### config.mk
export PLATFORM = sky130hd
export DESIGN_NAME = e203_dtcm_rr_arbt
export DESIGN_NICKNAME = d
export VERILOG_FILES = /design/src/rtl/e203_dtcm_rr_arbt.sv
export SDC_FILE = /design/constraint.sdc
export NUM_CORES = 1
export LEC_CHECK = 0
export CAP_MARGIN = 15
export CORE_AREA = 2 2 106 108
export CTS_CLUSTER_SIZE = 16
export DETAILED_ROUTE_END_ITERATION = 10
export DIE_AREA = 0 0 108 110
export GPL_TIMING_DRIVEN = 0
export PLACE_DENSITY = 0.64
export SLEW_MARGIN = 15
export SYNTH_ARGS = -nofsm -noshare
export SYNTH_HDL_FRONTEND = slang
export SYNTH_SLANG_ARGS = --single-unit
### constraint.sdc
create_clock -name clk -period 2.3 [get_ports clk]
set_clock_uncertainty 0.1 [all_clocks]
set_input_delay 0.46 -clock clk [delete_from_list [all_inputs] [get_ports clk]]
set_output_delay 0.46 -clock clk [all_outputs]
set_load 0.02 [all_outputs]
### src/rtl/e203_dtcm_rr_arbt.sv
// Two-requester round-robin arbiter in front of the DTCM SRAM controller.
// At most one transaction is outstanding. A new command may issue in the
// same cycle the outstanding response completes, so back-to-back traffic
// sustains one transaction per cycle.
module e203_dtcm_rr_arbt #(
  parameter int AW = 16,
  parameter int DW = 32,
  parameter int MW = 4
) (
  input  logic          clk,
  input  logic          rst,
  // requester 0 (LSU)
  input  logic          r0_cmd_valid,
  output logic          r0_cmd_ready,
  input  logic          r0_cmd_read,
  input  logic [AW-1:0] r0_cmd_addr,
  input  logic [DW-1:0] r0_cmd_wdata,
  input  logic [MW-1:0] r0_cmd_wmask,
  output logic          r0_rsp_valid,
  input  logic          r0_rsp_ready,
  output logic          r0_rsp_err,
  output logic [DW-1:0] r0_rsp_rdata,
  // requester 1 (external agent)
  input  logic          r1_cmd_valid,
  output logic          r1_cmd_ready,
  input  logic          r1_cmd_read,
  input  logic [AW-1:0] r1_cmd_addr,
  input  logic [DW-1:0] r1_cmd_wdata,
  input  logic [MW-1:0] r1_cmd_wmask,
  output logic          r1_rsp_valid,
  input  logic          r1_rsp_ready,
  output logic          r1_rsp_err,
  output logic [DW-1:0] r1_rsp_rdata,
  // DTCM controller side
  output logic          o_cmd_valid,
  input  logic          o_cmd_ready,
  output logic          o_cmd_read,
  output logic [AW-1:0] o_cmd_addr,
  output logic [DW-1:0] o_cmd_wdata,
  output logic [MW-1:0] o_cmd_wmask,
  input  logic          o_rsp_valid,
  output logic          o_rsp_ready,
  input  logic          o_rsp_err,
  input  logic [DW-1:0] o_rsp_rdata,
  // status
  output logic          arbt_active,
  output logic          proto_err
);

  typedef enum logic {IDLE = 1'b0, WAIT = 1'b1} state_t;

  state_t state;
  logic   owner;     // requester of the outstanding command
  logic   last_gnt;  // requester most recently granted
  logic   lock_vld;  // a command was presented but stalled last cycle
  logic   lock_sel;  // which requester that stalled command came from
  logic   sel;
  logic   sel_vld;
  logic   win;
  logic   rsp_hs;
  logic   cmd_hs;

  // Response path: the owner sees the controller's response while in WAIT;
  // in IDLE anything arriving is drained and flagged.
  assign o_rsp_ready  = (state == IDLE) ? 1'b1 : (owner ? r1_rsp_ready : r0_rsp_ready);
  assign rsp_hs       = (state == WAIT) & o_rsp_valid & o_rsp_ready;
  assign r0_rsp_valid = ~rst & (state == WAIT) & ~owner & o_rsp_valid;
  assign r1_rsp_valid = ~rst & (state == WAIT) &  owner & o_rsp_valid;
  assign r0_rsp_rdata = o_rsp_rdata;
  assign r1_rsp_rdata = o_rsp_rdata;
  assign r0_rsp_err   = o_rsp_err;
  assign r1_rsp_err   = o_rsp_err;

  // A new command may go out when idle or when the outstanding one retires now.
  assign win = (state == IDLE) | rsp_hs;

  // Round-robin pick; a stalled presentation keeps its requester until it
  // is accepted or that requester withdraws, so the command never switches
  // under a stalled controller.
  always_comb begin
    sel = 1'b0;
    if (lock_vld && (lock_sel ? r1_cmd_valid : r0_cmd_valid))
      sel = lock_sel;
    else if (r0_cmd_valid && r1_cmd_valid)
      sel = ~last_gnt;
    else if (r1_cmd_valid)
      sel = 1'b1;
  end

  assign sel_vld      = sel ? r1_cmd_valid : r0_cmd_valid;
  assign o_cmd_valid  = ~rst & win & sel_vld;
  assign o_cmd_read   = sel ? r1_cmd_read  : r0_cmd_read;
  assign o_cmd_addr   = sel ? r1_cmd_addr  : r0_cmd_addr;
  assign o_cmd_wdata  = sel ? r1_cmd_wdata : r0_cmd_wdata;
  assign o_cmd_wmask  = sel ? r1_cmd_wmask : r0_cmd_wmask;
  assign r0_cmd_ready = ~rst & win & ~sel & o_cmd_ready;
  assign r1_cmd_ready = ~rst & win &  sel & o_cmd_ready;
  assign cmd_hs       = o_cmd_valid & o_cmd_ready;

  assign arbt_active  = r0_cmd_valid | r1_cmd_valid | (state == WAIT);

  // Arbiter state, ownership, round-robin pointer, stall lock and error flag.
  always_ff @(posedge clk or posedge rst) begin
    if (rst) begin
      state     <= IDLE;
      owner     <= 1'b0;
      last_gnt  <= 1'b1;
      lock_vld  <= 1'b0;
      lock_sel  <= 1'b0;
      proto_err <= 1'b0;
    end else begin
      lock_vld <= o_cmd_valid & ~o_cmd_ready;
      lock_sel <= sel;
      if ((state == IDLE) && o_rsp_valid)
        proto_err <= 1'b1;
      if (cmd_hs) begin
        state    <= WAIT;
        owner    <= sel;
        last_gnt <= sel;
      end else if (rsp_hs) begin
        state <= IDLE;
      end
    end
  end

endmodule

==> flow_metrics.tcl <==
set metrics [dict create \
    rsz0062_at_grt "yes" \
    yosysMostFrequentCell "buf_4" \
    min_period_over_period 1.030 \
    grt_pass1_wl_um 10140 \
    dp.cells 543 \
    worst_slew_pin_slew_ns 0.3212 \
    syn_to_final_growth_pct 195.7 \
    worstPathCellList "nor2b_4, o21ai_2, nand2_4, buf_12, buf_12, mux2_4, buf_6" \
    drtPass1Iterations 4 \
    antennaDiodeCount 0 \
    met3WireLength_um 774 \
    max-vdd-ir-drop_uv 177.3 \
    rr_worst_depth 9 \
    crit_arrival_ns 1.81 \
    slew_viol_final 0 \
    grt_max_degree 11 \
    fin_ws_ns -0.06788 \
    crit_start "last_gnt$_DFFE_PP1P_" \
    die_w_um 108 \
    clkTransAtPathRegs_ns 0.04 \
    ys_seq_area_frac 0.09798 \
    syn_nets 310 \
    start_util 0.1444 \
    final_cell_count_no_fill 563 \
    power_frac_seq 0.088 \
    path_common_cell "buf_12" \
    synth_xor_area_frac 0 \
    maxCapViolCount 0 \
    portBuffers 240 \
    synthMuxAreaShare 0.4486 \
    worstSetupPathType "flop to primary output" \
    p_leak_nw 2.124 \
    multi_input_area_um2 997.2 \
    clk_latency_ns 0.22 \
    antenna_found_initial 0 \
    hold_viol_final 0 \
    holdWs_ns 0.2901 \
    numCtsBuffers 3 \
    power_frac_clock 0.087 \
    globalRouteOverflowTotal 0 \
    p_sw_mw 0.6782 \
    hpwl_um 6521 \
    syn_avg_cell_area_um2 9.480 \
    cp_slowest_cell "dfstp_2" \
    ys_top_cells_by_area "buf_4, mux2_1, mux2_4" \
    postSynthCellCount 163 \
    clock-sinks 6 \
    ys_types 24 \
    clockBufferDepth 2 \
    hold_buffers 0 \
    path_buf_inv 3 \
    drive_above_1_share 0.4870 \
    fillerInstances 1036 \
    setup_violations 38 \
    dieArea_mm2 0.01188 \
    crit_fanout 8 \
    wl_met2_um 4227 \
    grt_pass1_vias 2101 \
    cpPeakStageDelay_ns 0.52 \
    root_buffer "clkbuf_8" \
    crit_required_ns 1.74 \
    yosys_warnings 0 \
    period_needed_ns 2.368 \
    maxSlewHeadroom 0.7851 \
    synth_top_family_by_area "multiplexers" \
    fmax_mhz 422.3 \
    worst_setup_path_end_kind "primary output" \
    synth-adder-area-share 0 \
    synth_seq_cells 6 \
    wire_per_inst_um 13.90 \
    synth_edf_count 0 \
    reg2reg_slack_ns 0.53 \
    worstHoldPathType "input pin to asynchronous set/reset pin" \
    grt_usage 0.1076 \
    synth_top_area_frac 0.3255 \
    startpoint_type "flop" \
    r2r_end "owner$_DFFE_PP0P_" \
    coreArea_mm2 0.01070 \
    first_iter_violations 72 \
    syn-cell-area_mm2 0.001545 \
    regArea_um2 151.4 \
    vias_per_cell 3.741 \
    synth_largest_area_cell "buf_4" \
    swShare 0.3652 \
    wl_met1_um 2772 \
    synth_common_cells "buf_4, mux2_1, mux2_4" \
    totalPowerFinal_mw 1.857 \
    nNetsFinal 571 \
    pin_count 274 \
    cts_tree "built" \
    htree_levels 1 \
    die_y_um 110 \
    drt.antenna.violating_nets 0 \
    top_layer_used "met4" \
    p_int_mw 1.179 \
    num_vias 2106 \
    synthArstFlopShare 1.000 \
    drc 0 \
    power_density_mw_per_mm2 406.5 \
    synth_compound_area_frac 0.03401 \
    place_congestion 0.7235 \
    cp_top_family "flip-flops" \
    r2r-start "lock_vld$_DFF_PP0_" \
    status "finished with violations" \
    rows 38 \
    p_comb_frac 0.825 \
    violations "negative setup slack" \
    synth-simple-area-share 0.05830 \
    routed_wl_um 7825 \
    synth_top_flop_cell "dfrtp_1" \
]
layout make-up:
class | count | area share
repair buffers | 258 | 0.5750
inverters | 3 | 0.002464
flip-flops and latches | 6 | 0.03313
clock buffers | 4 | 0.009858
plain buffers | 70 | 0.1229
well taps | 140 | 0.03834
multi-input cells | 82 | 0.2182
state kept, by name, summed over array words and instances, names as in the netlist:
signal / count
lock_vld: 1
proto_err: 1
owner: 1
lock_sel: 1
last_gnt: 1
state: 1
placed cells by master, fill, tap and decap left out, drive strengths merged, types with 3 or more instances in the layout:
cell	n
clkbuf	7
dfrtp	5
dlygate4sd2	3
nor2b	4
buf	143
mux2	54
o21ai	3
inv	3
nand2	6
clkdlybuf4s50	178
nor2	5
what timing repair did:
action                     4_1_cts  5_1_grt
setup buffers                   12        5
pin swaps                        1        3
setup endpoints to repair       59       59
resized for setup              344       61
cloned                           4        1
worst reg2reg max path: stages, from the launching register on:
cell     delay [ns]
dfrtp_1        0.40
nor2b_4        0.14
o21ai_2        0.15
nand2_4        0.10
buf_12         0.17
buf_12         0.13
buf_4          0.14
buf_4          0.13
buf_4          0.12
o21ai_1        0.13
logic make-up (layout without fill, tap and decap cells):
logic type,count (synthesis),in the layout
AOI/OAI and AO/OA,8,8
buffers and inverters,75,335
DFF,6,6
muxes,55,55
and+or+nand+nor,19,19
worst max path at each step:
stage / end / slack, ns / cells past startpoint
2_1_floorplan: o_cmd_wdata[28] / 0.25 / 6
3_3_place_gp: o_cmd_wdata[20] / -0.73 / 7
3_5_place_dp: o_cmd_wdata[18] / -0.72 / 7
4_1_cts: o_cmd_wdata[9] / -0.21 / 8
5_1_grt: o_cmd_wmask[3] / -0.13 / 7
6_report: o_cmd_wmask[3] / -0.07 / 7
power by group through the flow:
| stage | logic [mW] | clock network, mW | registers [mW] |
|---|---|---|---|
| finish | 1.53 | 0.162 | 0.163 |
| global route | 1.61 | 0.174 | 0.168 |
| CTS | 1.50 | 0.167 | 0.159 |
| detailed placement | 1.28 | 0 | 0.161 |
| global placement | 1.27 | 0 | 0.159 |
| floorplan | 0.658 | 0 | 0.153 |
stage by stage:
step	area (um2)	worst slack (ns)	util	setup TNS, ns
after detailed placement	4123	-0.7234	0.3854	-35.82
after floorplan	1545	0.2543	-	0
final	4569	-0.06788	0.4271	-1.532
after global placement	4123	-0.7268	0.3854	-35.49
after CTS	4478	-0.2091	0.4186	-6.252
after global routing	4569	-0.1300	0.4271	-4.693
per-layer routing:
metal / up-vias / track usage
met1: 971 / 0.1131
li1: 1007 / -
met3: 4 / 0.03116
met4: 0 / 0.01832
met5: - / 0
met2: 124 / 0.2138
Power figures use the tool's default switching activity.
